File: src/rtl/fetch_unit_pkg.sv
// Shared pipeline constants for the fetch stage: opcode encodings, the NOP
// used to fill a killed IF/ID slot, predictor counter reset value, and the
// control-flow classifier and counter update helpers.
package fetch_unit_pkg;

  localparam int XLEN = 32;

  localparam logic [6:0]      OP_BRANCH = 7'b1100011;
  localparam logic [6:0]      OP_JAL    = 7'b1101111;
  localparam logic [XLEN-1:0] NOP_INSTR = 32'h0000_0013;
  localparam logic [1:0]      CTR_RESET = 2'b01;   // weakly not-taken

  typedef enum logic [1:0] {
    CF_NONE,
    CF_BRANCH,
    CF_JAL
  } cf_kind_e;

  // Classify a fetched instruction by its opcode field.
  function automatic cf_kind_e cf_kind(input logic [6:0] opcode);
    cf_kind_e kind;
    kind = CF_NONE;
    if (opcode == OP_BRANCH) kind = CF_BRANCH;
    else if (opcode == OP_JAL) kind = CF_JAL;
    return kind;
  endfunction

  // Two-bit saturating counter step: never wraps past 2'b11 or 2'b00.
  function automatic logic [1:0] sat_update(input logic [1:0] ctr, input logic taken);
    logic [1:0] nxt;
    nxt = ctr;
    if (taken && ctr != 2'b11) nxt = ctr + 2'b01;
    else if (!taken && ctr != 2'b00) nxt = ctr - 2'b01;
    return nxt;
  endfunction

endpackage

File: src/rtl/fetch_unit_if.sv
// Fetch-stage bus: the instruction-memory port and the IF/ID register
// contents handed to decode. The fetch unit is the master.
interface fetch_unit_if;
  import fetch_unit_pkg::*;

  logic [XLEN-1:0] imem_addr;
  logic [XLEN-1:0] imem_rdata;
  logic [XLEN-1:0] if_id_pc;
  logic [XLEN-1:0] if_id_instr;
  logic            if_id_valid;
  logic            if_id_pred_taken;

  modport master (
    output imem_addr,
    input  imem_rdata,
    output if_id_pc,
    output if_id_instr,
    output if_id_valid,
    output if_id_pred_taken
  );

  modport slave (
    input  imem_addr,
    output imem_rdata,
    input  if_id_pc,
    input  if_id_instr,
    input  if_id_valid,
    input  if_id_pred_taken
  );

endinterface

File: src/rtl/fetch_bht.sv
// Branch history table: ENTRIES two-bit saturating counters. Lookup is
// combinational from the stored table, so a lookup that hits the entry
// being trained in the same cycle sees the pre-update counter.
module fetch_bht
  import fetch_unit_pkg::*;
#(
  parameter  int ENTRIES = 64,
  localparam int IDX_W   = $clog2(ENTRIES)
) (
  input  logic             clk,
  input  logic             rst,
  input  logic [IDX_W-1:0] lookup_idx,
  output logic             lookup_taken,
  input  logic             upd_valid,
  input  logic [IDX_W-1:0] upd_idx,
  input  logic             upd_taken
);

  logic [1:0] ctr_q [ENTRIES];

  // Predict taken for the upper half of the counter range.
  assign lookup_taken = (ctr_q[lookup_idx] >= 2'b10);

  // Train one counter per resolved branch; reset restarts all weakly not-taken.
  always_ff @(posedge clk) begin
    if (rst) begin
      // NOTE: every entry is reset because prediction must start from a known
      // weakly not-taken state; that keeps this table in flops, not a RAM.
      for (int i = 0; i < ENTRIES; i++) ctr_q[i] <= CTR_RESET;
    end else if (upd_valid) begin
      ctr_q[upd_idx] <= sat_update(ctr_q[upd_idx], upd_taken);
    end
  end

endmodule

File: src/rtl/fetch_unit.sv
// Instruction fetch stage: PC register, static JAL / dynamic branch
// prediction, and the IF/ID pipeline register.
// Build option: define FETCH_BHT_EN to include the fetch_bht counter table;
// without it every conditional branch is predicted not taken.
module fetch_unit
  import fetch_unit_pkg::*;
#(
  parameter logic [XLEN-1:0] RESET_PC    = 32'h0000_0000,
  parameter int              BHT_ENTRIES = 64
) (
  input  logic            clk,
  input  logic            rst,
  input  logic            pc_write,
  input  logic            if_id_write,
  input  logic            flush,
  input  logic [XLEN-1:0] redirect_pc,
  input  logic            ex_br_valid,
  input  logic [XLEN-1:0] ex_br_pc,
  input  logic            ex_br_taken,
  fetch_unit_if.master    bus
);

  logic [XLEN-1:0] pc_q;
  logic [XLEN-1:0] pc_next;
  logic [XLEN-1:0] instr;
  logic [XLEN-1:0] imm_b;
  logic [XLEN-1:0] imm_j;
  logic [XLEN-1:0] target;
  cf_kind_e        kind;
  logic            bht_taken;
  logic            pred_taken;

  assign bus.imem_addr = pc_q;
  assign instr         = bus.imem_rdata;
  assign kind          = cf_kind(instr[6:0]);

  assign imm_b  = {{19{instr[31]}}, instr[31], instr[7], instr[30:25], instr[11:8], 1'b0};
  assign imm_j  = {{11{instr[31]}}, instr[31], instr[19:12], instr[20], instr[30:21], 1'b0};
  assign target = pc_q + ((kind == CF_JAL) ? imm_j : imm_b);

`ifdef FETCH_BHT_EN
  localparam int IDX_W = $clog2(BHT_ENTRIES);

  fetch_bht #(.ENTRIES(BHT_ENTRIES)) u_bht (
    .clk          (clk),
    .rst          (rst),
    .lookup_idx   (pc_q[IDX_W+1:2]),
    .lookup_taken (bht_taken),
    .upd_valid    (ex_br_valid),
    .upd_idx      (ex_br_pc[IDX_W+1:2]),
    .upd_taken    (ex_br_taken)
  );

  // Only the word-index bits of the resolved branch PC select a counter.
  logic unused_br_pc_bits;
  assign unused_br_pc_bits = ^{ex_br_pc[XLEN-1:IDX_W+2], ex_br_pc[1:0]};
`else
  assign bht_taken = 1'b0;

  // Branch-resolution inputs and the table size have no consumer in this build.
  logic unused_cfg;
  assign unused_cfg = (^{ex_br_valid, ex_br_pc, ex_br_taken}) ^ (BHT_ENTRIES > 0);
`endif

  assign pred_taken = (kind == CF_JAL) || ((kind == CF_BRANCH) && bht_taken);

  // Next-PC selection: flush beats stall, stall beats prediction.
  always_comb begin
    // NOTE: pc_next is given a default before the priority chain so every
    // path assigns it and no latch is inferred.
    pc_next = pc_q + 32'd4;
    if (flush)           pc_next = redirect_pc;
    else if (!pc_write)  pc_next = pc_q;
    else if (pred_taken) pc_next = target;
  end

  // PC register; reset overrides flush and stall.
  always_ff @(posedge clk) begin
    // NOTE: non-blocking assignments so every register samples pre-edge values.
    if (rst) pc_q <= RESET_PC;
    else     pc_q <= pc_next;
  end

  // IF/ID register: reset and flush insert a NOP bubble, stall holds.
  always_ff @(posedge clk) begin
    if (rst || flush) begin
      bus.if_id_pc         <= '0;
      bus.if_id_instr      <= NOP_INSTR;
      bus.if_id_valid      <= 1'b0;
      bus.if_id_pred_taken <= 1'b0;
    end else if (if_id_write) begin
      bus.if_id_pc         <= pc_q;
      bus.if_id_instr      <= instr;
      bus.if_id_valid      <= 1'b1;
      bus.if_id_pred_taken <= pred_taken;
    end
  end

endmodule

File: src/flat_wrapper.sv
// flat-port wrapper written by rule: the top's interface ports become plain ports
module fetch_unit_flat import fetch_unit_pkg::*;
#(
  parameter logic [XLEN-1:0] RESET_PC    = 32'h0000_0000,
  parameter int              BHT_ENTRIES = 64
)
  (clk, rst, pc_write, if_id_write, flush, redirect_pc, ex_br_valid, ex_br_pc, ex_br_taken, bus_imem_addr, bus_imem_rdata, bus_if_id_pc, bus_if_id_instr, bus_if_id_valid, bus_if_id_pred_taken);
  fetch_unit_if bus_i ();
  input  logic clk;
  input  logic rst;
  input  logic pc_write;
  input  logic if_id_write;
  input  logic flush;
  input  logic [XLEN-1:0] redirect_pc;
  input  logic ex_br_valid;
  input  logic [XLEN-1:0] ex_br_pc;
  input  logic ex_br_taken;
  output wire logic [$bits(bus_i.imem_addr)-1:0] bus_imem_addr;
  input wire logic [$bits(bus_i.imem_rdata)-1:0] bus_imem_rdata;
  output wire logic [$bits(bus_i.if_id_pc)-1:0] bus_if_id_pc;
  output wire logic [$bits(bus_i.if_id_instr)-1:0] bus_if_id_instr;
  output wire logic [$bits(bus_i.if_id_valid)-1:0] bus_if_id_valid;
  output wire logic [$bits(bus_i.if_id_pred_taken)-1:0] bus_if_id_pred_taken;
  assign bus_imem_addr = bus_i.imem_addr;
  assign bus_i.imem_rdata = bus_imem_rdata;
  assign bus_if_id_pc = bus_i.if_id_pc;
  assign bus_if_id_instr = bus_i.if_id_instr;
  assign bus_if_id_valid = bus_i.if_id_valid;
  assign bus_if_id_pred_taken = bus_i.if_id_pred_taken;
  fetch_unit #(.RESET_PC(RESET_PC), .BHT_ENTRIES(BHT_ENTRIES)) u_core (.clk(clk), .rst(rst), .pc_write(pc_write), .if_id_write(if_id_write), .flush(flush), .redirect_pc(redirect_pc), .ex_br_valid(ex_br_valid), .ex_br_pc(ex_br_pc), .ex_br_taken(ex_br_taken), .bus(bus_i));
endmodule
File: config.mk
export PLATFORM = sky130hd
export DESIGN_NAME = fetch_unit_flat
export DESIGN_NICKNAME = d
export VERILOG_FILES = /design/src/rtl/fetch_unit_pkg.sv /design/src/rtl/fetch_unit_if.sv /design/src/rtl/fetch_bht.sv /design/src/rtl/fetch_unit.sv /design/src/flat_wrapper.sv
export SDC_FILE = /design/constraint.sdc
export NUM_CORES = 1
export LEC_CHECK = 0
export CAP_MARGIN = 15
export CORE_MARGIN = 10
export CORE_UTILIZATION = 44
export CTS_BUF_LIST = sky130_fd_sc_hd__clkbuf_8
export CTS_CLUSTER_DIAMETER = 150
export DETAILED_ROUTE_END_ITERATION = 12
export PLACE_DENSITY = 0.76
export SYNTH_ARGS = -nofsm -noshare
export SYNTH_HDL_FRONTEND = slang
export SYNTH_HIERARCHICAL = 1
export SYNTH_SLANG_ARGS = --single-unit
File: constraint.sdc
create_clock -name clk -period 5.4 [get_ports clk]
set_input_delay 0.54 -clock clk [delete_from_list [all_inputs] [get_ports clk]]
set_output_delay 0.54 -clock clk [all_outputs]
set_load 0.01 [all_outputs]
### Word-level counts from Yosys, hierarchy flattened

Index checks and enable logic that the tools add are counted.

| storage, ports and cells | value |
|---|---|
| flip-flop bits (word level) | 98 |
| output and inout bits | 98 |

| operators by class | value |
|---|---|
| $add $sub $neg | 2 |
| eq/ne operators | 3 |
| mux-type cells | 6 |
| reductions and logical operators | 2 |

Operator list:

| cell | number |
|---|---|
| 32-bit two-way mux | 3 |
| 32-bit by 3-bit adder with 32-bit output, second input constant | 1 |
| 32-bit adder | 1 |
| 20-bit two-way mux | 1 |
| 7-bit == test, second input constant | 2 |
| 2-bit two-way mux | 2 |
| 2-bit == test, second input constant | 1 |
| 2-bit nonzero test | 1 |
| 1-bit logical OR | 1 |

### Depth between registers and ports, before layout

| depth | value |
|---|---|
| depth in word-level cells | 9 |
| mapped depth | 19 |

### Least setup slack after synthesis

Ideal clock, no wire load.

| timing path | value |
|---|---|
| path kind | input to register |
| from | input port bus_imem_rdata[3] |
| to | register u_core.pc_q[29], in the netlist u_core/bus.imem_addr[29] |
| arrival | 4.113 ns |
| setup slack | 1.192 ns |
| cell stages on the path | 18 |
| buffers on the path | 4 |
| cell sequence | and4b_1 and4_1 clkbuf_1 clkbuf_1 buf_1 buf_1 nand2_1 nand2_1 ha_1 fa_1 a211oi_1 o21ai_0 a31oi_1 a211oi_1 or3_1 a21oi_1 xor2_1 a221oi_1 |

| between the ends | value |
|---|---|
| word-level cells in the longest chain between the ends | 9 |

Ends and longest elaborated chain:

| element | line | RTL |
|---|---|---|
| start: declaration | flat_wrapper.sv:19 | `input wire logic [$bits(bus_i.imem_rdata)-1:0] bus_imem_rdata;` |
| 7-bit == test | fetch_unit_pkg.sv:24 | `else if (opcode == OP_JAL) kind = CF_JAL;` |
| 2-bit two-way mux | fetch_unit_pkg.sv:24 |  |
| 2-bit two-way mux (*) | fetch_unit_pkg.sv:23 | `if (opcode == OP_BRANCH) kind = CF_BRANCH;` |
| 2-bit == test (*) | fetch_unit.sv:39, fetch_unit.sv:65 |  |
| 20-bit two-way mux | fetch_unit.sv:39 | `assign target = pc_q + ((kind == CF_JAL) ? imm_j : imm_b);` |
| 32-bit adder | fetch_unit.sv:39 |  |
| 32-bit two-way mux (*) | fetch_unit.sv:74 | `else if (pred_taken) pc_next = target;` |
| 32-bit two-way mux (*) | fetch_unit.sv:73 | `else if (!pc_write) pc_next = pc_q;` |
| 32-bit two-way mux (*) | fetch_unit.sv:72 | `if (flush) pc_next = redirect_pc;` |
| end signal: assignment | fetch_unit.sv:81 | `else pc_q <= pc_next;` |
| end: declaration | fetch_unit.sv:23 | `logic [XLEN-1:0] pc_q;` |

Every way passes the cells marked *; elsewhere a longest branch is shown, timed or not. The select of a mux whose other input is x is not followed.
A chain may end at the register's enable or synchronous reset.

### Worst setup path after layout

| timing path | value |
|---|---|
| from | input port bus_imem_rdata[3] |
| to | register u_core.pc_q[27], in the netlist u_core/bus.imem_addr[27] |

The elaborated chain is that of the path after synthesis.

==> results.txt <==
Worst Max-Slew Pin Slew: 1.120 ns
Count of input and output buffers: 166
Initial antenna violation count: 0
Effective utilization at floorplan: 0.4507
Final Wtd Congestion: 0.9309
Synth Flop Type: dfxtp_1
PwrDens: 212.6 mW/mm²
Pre-CTS WS: 0.8943 ns
Number of H-tree levels: 3
PostCTS Resize Cnt: 0
Setup ws final: 1.248 ns
Final antenna-violating net count: 0
Syn Nets: 925
Power Internal: 1190 µW
#FFs+latches synth: 98
CTS root buffer: clkbuf_8
Vias in the first global route: 6031
Hold buffer count at CTS: 0
Type of destination of the critical path: flop
Flop pwr share: 0.453
Clk_lat worst skew: 0.40 ns
Routed len/inst: 18.57 µm
Max-slew violation total from the final report: 0
Total GRT Usage: 0.2039
Leakage: 0.003356 µW
Final hold viol count: 0
Final setup fails: 0
Mapped Cells: 787
Reported max-cap violation count: 0
Clock share of power: 0.290
Worst slew margin: 0.2535
Via/cell ratio: 5.700
CTS tree: built
CTS buffer count: 9
Crit start category: input pin
Mapped Area: 0.006256 mm²
Drt drc: 0
CTS Sinks: 98
Required time worst endpoint: 5.66 ns
P&R area growth vs syn: 31.22%
Nets: 1060
Vias: 6304
RSZ-0062 raised after global routing: false
Layout cells sized above 1: 0.03996
Final min period: 4.152 ns
Post-synth EDFFs: 0
Final wirelength: 20.54 mm
Hpwl dp: 15.06 mm
Worst Skew: 0.01313 ns
Gate power share: 0.257
Maximum root-to-sink buffer count: 2
Sw Share: 0.3183
Crit path kind: input pin to flop
Die area: 0.01939 mm²
Chip width: 139.2 µm
Worst hold path class: flop to flop
Fin Setup TNS: 0 ns
Average size of a mapped cell: 7.949 µm²
Setup Fix Bufs, Post-CTS: 0
Max FO, Critical Path: 4
Antenna cells: 0
Worst vdd ir: 118.2 µV
P_sw: 555.6 µW
WP data arrival: 4.41 ns
FILL cells: 1298
Worst-path clk slew: 0.10 ns
Post-synth ARST share: 0
First-pass GRT wire length: 33.02 mm
Total global routing overflow: 0
Die H: 139.2 µm
Pin count of the biggest net entering global routing: 67
Boundary Pins: 201
CORE AREA: 0.01388 mm²
Initial DRC count: 560
Synth warn: 6
Outcome: completed
DRT Pass-1 Iters: 5
Synth cell types: 59
Rows: 43
Period Utilization, post-route: 0.7689
Sequential area share after synthesis: 0.3136
Max Fclk: 240.8 MHz
## power by group through the flow
| stage | clock (µW) | sequential, µW | combinational, µW |
|---|---|---|---|
| 3_3_place_gp | 0 | 804 | 441 |
| 6_report | 506 | 790 | 449 |
| 3_5_place_dp | 0 | 806 | 445 |
| 4_1_cts | 523 | 789 | 447 |
| 2_1_floorplan | 0 | 807 | 261 |
| 5_1_grt | 543 | 795 | 494 |
## flip-flops by register name (all words and copies together), names as in the netlist
signal                       flops
u_core/bus.if_id_valid           1
u_core/bus.if_id_instr          32
u_core/bus.imem_addr            32
u_core/bus.if_id_pc             32
u_core/bus.if_id_pred_taken      1
## metal layers
layer,wire (µm),part of all wire,global-route usage,vias up
li1,-,-,-,3112
met1,9161,0.45,0.2678,2962
met2,9559,0.47,0.3212,213
met3,1500,0.073,0.05036,17
met4,318,0.015,0.06205,0
met5,0,0,0,-
## final timing paths
kind / start / endpoint / slack (ns) / cells past startpoint
min: u_core/bus.if_id_instr[4] / u_core/bus.if_id_instr[4] / 0.48 / 2
min reg2reg: u_core/bus.if_id_instr[4] / u_core/bus.if_id_instr[4] / 0.48 / 2
max reg2reg: u_core/bus.imem_addr[1] / u_core/bus.imem_addr[27] / 2.13 / 11
max: bus_imem_rdata[3] / u_core/bus.imem_addr[27] / 1.25 / 16
## synthesized netlist by cell type (6+ instances only)
| master | number | share of area |
|---|---|---|
| a211oi_1 | 17 | 0.020 |
| a21o_1 | 25 | 0.030 |
| a21oi_1 | 71 | 0.057 |
| a221oi_1 | 8 | 0.011 |
| a31oi_1 | 7 | 0.0070 |
| and3_1 | 10 | 0.010 |
| buf_1 | 11 | 0.0066 |
| clkbuf_1 | 37 | 0.022 |
| dfxtp_1 | 98 | 0.31 |
| ha_1 | 34 | 0.068 |
| inv_1 | 15 | 0.0090 |
| mux2i_1 | 70 | 0.11 |
| nand2_1 | 59 | 0.035 |
| nand3_1 | 17 | 0.014 |
| nand4_1 | 12 | 0.012 |
| nor2_1 | 121 | 0.073 |
| nor3_1 | 14 | 0.011 |
| o21a_1 | 6 | 0.0072 |
| o21ai_0 | 35 | 0.028 |
| o22ai_1 | 9 | 0.0090 |
| o31ai_1 | 6 | 0.0072 |
| xnor2_1 | 17 | 0.024 |
| xor2_1 | 12 | 0.017 |
## worst max-delay path, cell delays in order
cell             delay [ns]
clkdlybuf4s50_1        0.49
and4b_1                0.24
nand4_1                0.21
nand2_1                0.13
nand2_1                0.06
ha_1                   0.20
fa_1                   0.43
a211oi_1               0.32
o21ai_0                0.21
a31oi_1                0.39
a21oi_1                0.20
a21oi_1                0.38
o311ai_0               0.15
and2_1                 0.18
o21ai_0                0.17
o21ai_0                0.10
## layout by cell type (no fill, tap or decap), types with 7 or more instances in the layout
cell type,netlist,final
nor3_1,14,14
clkdlybuf4s50_1,0,164
o21ai_0,35,35
xnor2_1,17,17
a211oi_1,17,17
xor2_1,12,12
dfxtp_1,98,98
o22ai_1,9,9
and3_1,10,10
a21o_1,25,25
a21oi_1,71,71
inv_1,15,15
nand3_1,17,17
a221oi_1,8,8
buf_4,0,11
nor2_1,121,121
mux2i_1,70,70
clkbuf_8,0,9
nand2_1,59,59
a31oi_1,7,7
nand4_1,12,12
ha_1,34,34
## cell families (layout without fill, tap and decap cells)
group           after synthesis  after routing  share of synthesized area
mux                          70             70                     0.1120
compound gates              218            218                     0.2226
buf+inv                      67            206                    0.04100
fa+ha+maj                    35             35                    0.07120
simple gates                270            270                     0.1990
flops                        98             98                     0.3136
xor+xnor                     29             29                    0.04060
## through the flow
stage	instances	hold WS [ns]	total power [µW]	utilization	cell area (µm²)
after floorplan	787	0.4896	1068	-	6256
after global placement	1091	0.4453	1245	0.5771	8010
after detailed placement	1091	0.4564	1250	0.5771	8010
after CTS	1106	0.4833	1759	0.5914	8209
after global routing	1106	0.5061	1832	0.5914	8209
final	1106	0.4769	1745	0.5914	8209
## layout make-up
class / count / area (µm²) / area share
clock buffer: 9 / 123.9 / 0.01509
sequential: 98 / 1962 / 0.2390
tap: 180 / 225.2 / 0.02743
clock inverter: 6 / 75.07 / 0.009145
multi-input combinational: 622 / 4038 / 0.4918
timing repair buffer: 176 / 1729 / 0.2106
inverter: 15 / 56.30 / 0.006859
(Power assumes the default switching activity.)
